File: src/rtl/reg_dump_tx.sv
// Register-file dump streamer: walks debug addresses 0..NREGS-1 and sends each
// captured word MSB-byte-first over a valid/ready byte interface.
module reg_dump_tx #(
  parameter int unsigned NBITS = 32,
  parameter int unsigned REGS  = 5,
  parameter int unsigned NREGS = 32
) (
  input  logic             i_clk,
  input  logic             i_reset,
  input  logic             i_start,
  output logic [REGS-1:0]  o_dir_debug,
  input  logic [NBITS-1:0] i_data_debug,
  output logic [7:0]       o_tx_data,
  output logic             o_tx_valid,
  input  logic             i_tx_ready,
  output logic             o_busy,
  output logic             o_done
);

  localparam int unsigned NBYTES = NBITS / 8;
  localparam int unsigned BW     = (NBYTES > 1) ? $clog2(NBYTES) : 1;
  localparam int unsigned RW     = $clog2(NREGS + 1);

  typedef enum logic [1:0] {S_IDLE, S_LOAD, S_SEND, S_DONE} state_t;

  state_t           r_state,    w_state_nxt;
  logic [RW-1:0]    r_reg_idx,  w_reg_idx_nxt;
  logic [BW-1:0]    r_byte_idx, w_byte_idx_nxt;
  logic [NBITS-1:0] r_shift,    w_shift_nxt;
  logic [REGS-1:0]  r_dir,      w_dir_nxt;
  logic [7:0]       r_tx_data,  w_tx_data_nxt;
  logic             r_tx_valid, w_tx_valid_nxt;
  logic             r_busy,     w_busy_nxt;
  logic             r_done,     w_done_nxt;
  logic [RW-1:0]    w_reg_inc;

  assign w_reg_inc = r_reg_idx + RW'(1);

  // State and output registers
  always_ff @(posedge i_clk or negedge i_reset) begin
    if (!i_reset) begin
      r_state    <= S_IDLE;
      r_reg_idx  <= '0;
      r_byte_idx <= '0;
      r_shift    <= '0;
      r_dir      <= '0;
      r_tx_data  <= '0;
      r_tx_valid <= 1'b0;
      r_busy     <= 1'b0;
      r_done     <= 1'b0;
    end else begin
      r_state    <= w_state_nxt;
      r_reg_idx  <= w_reg_idx_nxt;
      r_byte_idx <= w_byte_idx_nxt;
      r_shift    <= w_shift_nxt;
      r_dir      <= w_dir_nxt;
      r_tx_data  <= w_tx_data_nxt;
      r_tx_valid <= w_tx_valid_nxt;
      r_busy     <= w_busy_nxt;
      r_done     <= w_done_nxt;
    end
  end

  // Next-state and next-output logic
  always_comb begin
    w_state_nxt    = r_state;
    w_reg_idx_nxt  = r_reg_idx;
    w_byte_idx_nxt = r_byte_idx;
    w_shift_nxt    = r_shift;
    w_dir_nxt      = r_dir;
    w_tx_data_nxt  = r_tx_data;
    w_tx_valid_nxt = r_tx_valid;
    w_busy_nxt     = r_busy;
    w_done_nxt     = 1'b0;
    case (r_state)
      S_IDLE: begin
        if (i_start) begin
          w_state_nxt   = S_LOAD;
          w_busy_nxt    = 1'b1;
          w_reg_idx_nxt = '0;
          w_dir_nxt     = '0;
        end
      end
      S_LOAD: begin
        // Shift register keeps the bytes still to be sent, top-aligned
        w_shift_nxt    = i_data_debug << 8;
        w_byte_idx_nxt = '0;
        w_tx_data_nxt  = i_data_debug[NBITS-1 -: 8];
        w_tx_valid_nxt = 1'b1;
        w_state_nxt    = S_SEND;
      end
      S_SEND: begin
        if (r_tx_valid && i_tx_ready) begin
          if (r_byte_idx == BW'(NBYTES - 1)) begin
            w_tx_valid_nxt = 1'b0;
            if (r_reg_idx == RW'(NREGS - 1)) begin
              w_state_nxt = S_DONE;
              w_done_nxt  = 1'b1;
            end else begin
              w_reg_idx_nxt = w_reg_inc;
              w_dir_nxt     = REGS'(w_reg_inc);
              w_state_nxt   = S_LOAD;
            end
          end else begin
            w_tx_data_nxt  = r_shift[NBITS-1 -: 8];
            w_shift_nxt    = r_shift << 8;
            w_byte_idx_nxt = r_byte_idx + BW'(1);
          end
        end
      end
      S_DONE: begin
        w_busy_nxt  = 1'b0;
        w_state_nxt = S_IDLE;
      end
      default: w_state_nxt = S_IDLE;
    endcase
  end

  assign o_dir_debug = r_dir;
  assign o_tx_data   = r_tx_data;
  assign o_tx_valid  = r_tx_valid;
  assign o_busy      = r_busy;
  assign o_done      = r_done;

endmodule

File: config.mk
export PLATFORM = sky130hd
export DESIGN_NAME = reg_dump_tx
export DESIGN_NICKNAME = d
export VERILOG_FILES = /design/src/rtl/reg_dump_tx.sv
export SDC_FILE = /design/constraint.sdc
export NUM_CORES = 1
export LEC_CHECK = 0
export BUFFER_PORTS_ARGS = -buffer_cell sky130_fd_sc_hd__buf_2
export CORE_ASPECT_RATIO = 0.7
export CORE_MARGIN = 2
export CORE_UTILIZATION = 49
export DETAILED_ROUTE_END_ITERATION = 6
export PLACE_DENSITY = 0.79
export SLEW_MARGIN = 30
export SYNTH_ARGS = -nofsm -noshare
export SYNTH_HDL_FRONTEND = slang
export SYNTH_SLANG_ARGS = --single-unit
File: constraint.sdc
create_clock -name i_clk -period 1.52 [get_ports i_clk]
set_input_delay 0.152 -clock i_clk [delete_from_list [all_inputs] [get_ports i_clk]]
set_output_delay 0.152 -clock i_clk [all_outputs]
set_load 0.03 [all_outputs]
==> reports/metrics.csv <==
stage;metric;value;unit
power;leakagePower;0.00129;uW
job;maxCapViolations;0;
clock_network;clkSinkCount;45;
synthesis;synthXorXnorAreaFrac;0;%
die;dieArea;5550;um^2
die;io_pins;52;
placement;place_area;2790;um^2
synthesis;syn_inst;237;
sta;max-slew-margin-rel;62.5;%
placement;dp.cells;358;
drt;wl_per_cell;15.7;um
clock_network;htree_num_levels;2;
die;start_util;50.9;%
worst_setup_path;crit_path_end_kind;flop;
synthesis;synth_area_per_cell;10.3;um^2
sta;worst_slack;-0.0550;ns
synthesis;synth_compound_area_share;21.5;%
synthesis;synth_edf_count;0;
worst_setup_path;cp_top_family;flip-flops;
finish;area_delta_synth_final;23.7;%
drt;vias;2114;
sta;setup_viol;13;
clock_network;clockRootBuffer;clkbuf_8;
worst_setup_path;critPathLaunchType;flop;
finish;multi_input_area;1180;um^2
worst_hold_path;hp-class;in -> reg;
die;core-area;4780;um^2
synthesis;synth_warnings;0;
synthesis;seq_area_frac_synth;46.3;%
synthesis;syn-num-nets;275;
drt;drt_iter0_markers;179;
outcome;outcome;finished, violations left;
power;p_switching;2440;uW
synthesis;synth_top_family_by_area;compound AO/OA/AOI/OAI gates;
sta;finalHoldViolations;0;
power;vdd_drop_max;942;uV
sta;rsz0062_at_grt;true;
power;switching_share;41.0;%
synthesis;synth_simple_gate_area_share;17.1;%
die;placementRows;21;
die;dieWidth;88.2;um
sta;max_freq;635;MHz
placement;dp_hpwl;4.03;mm
sta;finalCritPeriodShare;104;%
sta;tightest_slew;0.563;ns
drt;dr.pass1.iters;4;
global_routing;gr-total-overflow;0;
sta;skew;0.0103;ns
clock_network;clock_latency;0.30;ns
sta;hold_ws;0.0477;ns
worst_setup_path;crit_chain;ha_4 -> and4bb_4 -> buf_12 -> mux2i_4 -> a21oi_2;
finish;fin_area;3010;um^2
synthesis;synth_cell_types;40;
drt;drt-vias-per-instance;5.71;
synthesis;synthAdderAreaFrac;1.03;%
synthesis;synth_ff_type;dfrtp_1;
power;power.density;1980;nW/um^2
drt;drc_errors;0;
clock_network;clock_path_buffers;2;
sta;period_minus_slack;1.58;ns
drt;totalWireLength;5.81;mm
synthesis;synth_area;2430;um^2
worst_setup_path;cp_slowest_cell;dfrtp_1;
global_routing;grt_first_pass_wirelength;9.60;mm
worst_setup_path;critPathRequiredTime;1.70;ns
global_routing;antenna_found_initial;0;
global_routing;grt_pass1_vias;1996;
finish;utilization;62.9;%
global_routing;globalRouteTotalUtil;22.0;%
power;p_clk_share;15.6;%
worst_setup_path;cp_slowest_stage_delay;0.42;ns
placement;portBuffers;51;
die;die_h;62.9;um
power;p_int;3500;uW
synthesis;async_flop_share;100;%
global_routing;grt_max_degree;46;
finish;final_cells;370;
synthesis;synth.largest_area_cell;dfrtp_1;
power;p_seq_share;37.0;%
synthesis;yosysTopAreaCellShare;46.3;%
clock_network;cts_tree;built;
clock_network;path_clk_slew;0.09;ns
finish;regArea;1130;um^2
drt;ant_nets;0;
worst_setup_path;crit_path_max_fanout;8;
sta;slew_viol_final;0;
synthesis;synth.area.top_cells;dfrtp_1, mux2i_1, a211oi_1;
finish;final_layout_size_suffix_gt1_share;33.2;%
synthesis;ys_ff_latch;45;
placement;place.gp.congestion;0.808;
clock_network;cts_buffers;5;
finish;num-nets-final;338;
worst_setup_path;path_buf_inv;1;
finish;antenna_cells;0;
worst_setup_path;critPathArrivalTime;1.75;ns
finish;nFillCells;398;
worst_setup_path;critical_path_class;reg -> reg;
outcome;violations;negative setup slack;
synthesis;muxShareOfSynthArea;7.00;%
power;p_comb_share;47.4;%
## metal layers
metal / share of wire (%) / GRT usage (%) / wire (um)
met1: 49 / 34.1 / 2830
met2: 44 / 31.9 / 2550
met4: 0.90 / 4.92 / 52
met5: 0 / 0 / 0
met3: 6.5 / 4.10 / 376
## sequential cells by signal, indices dropped and copies added (netlist names)
name and count:
o_tx_valid 1, r_state 2, o_tx_data 8, o_done 1
r_shift 24, r_byte_idx 2, r_reg_idx 6, o_busy 1
## final cells by class
type	count	share of cell area, %
clock inverter	3	1.54
timing repair buffer	75	15.8
sequential	45	37.5
inverter	6	0.749
tap	69	2.87
multi-input combinational	167	39.3
clock buffer	5	2.29
## synthesized netlist by cell type (5+ instances only)
cell       n
nand2_1   18
a21oi_1   22
o21ai_0   13
mux2i_1   17
a211oi_1  18
nor2b_1   19
dfrtp_1   45
nand2b_1  11
buf_4      8
nand3_1    5
o221a_2    7
inv_1      6
## path summary, 6_finish.rpt
kind                                      startpoint                       end  slack [ns]  depth (start not counted)
hold / removal                       i_data_debug[0]    r_shift[8]$_DFFE_PN0P_        0.05                          3
max in group asynchronous                    i_reset    r_state[0]$_DFFE_PN0P_        0.65                          3
setup reg to reg           r_byte_idx[1]$_DFFE_PN0P_   r_shift[25]$_DFFE_PN0P_       -0.06                          5
min in group asynchronous                    i_reset  r_reg_idx[3]$_DFFE_PN0P_        0.45                          3
setup / recovery           r_byte_idx[1]$_DFFE_PN0P_   r_shift[25]$_DFFE_PN0P_       -0.06                          5
hold reg to reg                   o_busy$_DFFE_PN0P_        o_busy$_DFFE_PN0P_        0.52                          1
## cell usage in the layout (no fill, tap or decap), drive strengths merged
master / count
a211o: 1
o21ai: 14
and4: 1
a221oi: 1
mux2i: 17
and4bb: 1
inv: 6
a211oi: 18
clkinv: 1
and2b: 4
clkbuf: 5
nand3: 5
a2bb2oi: 2
nor4: 1
a31o: 1
a31oi: 2
ha: 2
o2bb2ai: 1
nand4: 3
o32ai: 1
bufinv: 1
o221a: 7
nor2: 2
nand2: 18
or3: 1
nor2b: 19
o32a: 1
dfrtp: 45
o221ai: 2
buf: 74
nand2b: 11
nand3b: 4
dlygate4sd3: 1
a21oi: 23
and3b: 1
o22ai: 1
and2: 1
clkinvlp: 1
a22oi: 1
## metrics by stage
| stage | total power [uW] | TNS [ns] | setup slack, ns |
|---|---|---|---|
| after global routing | 6350 | -1.18 | -0.0912 |
| after CTS | 5810 | -0.122 | -0.0266 |
| after global placement | 4660 | 0 | 0.0350 |
| final | 5940 | -0.387 | -0.0550 |
| after detailed placement | 4800 | -0.188 | -0.0408 |
| after floorplan | 4080 | 0 | 0.00658 |
## worst register-to-register path, stage by stage, from the launching register on
cell	delay, ns
dfrtp_1	0.42
ha_4	0.18
and4bb_4	0.40
buf_12	0.16
mux2i_4	0.23
a21oi_2	0.06
## kinds of logic after synthesis
group	count (synthesis)
AOI/OAI and AO/OA	76
adders and majority gates	2
buffers and inverters	25
DFF	45
muxes	17
and+or+nand+nor	72
## power groups by stage
stage / registers (uW) / clock network (uW) / logic, uW
after floorplan: 2260 / 0 / 1830
after global placement: 2140 / 0 / 2520
after detailed placement: 2170 / 0 / 2630
after CTS: 2150 / 924 / 2730
after global routing: 2260 / 981 / 3110
final: 2200 / 925 / 2820
## timing repair
action                     CTS  global route
hold endpoints to repair    45             0
buffers inserted             1             1
cloned                       1             0
hold buffers                 1             0
pin swaps                    6            12
setup endpoints to repair   22            27
resized for setup            4            10
(Power assumes the default switching activity.)
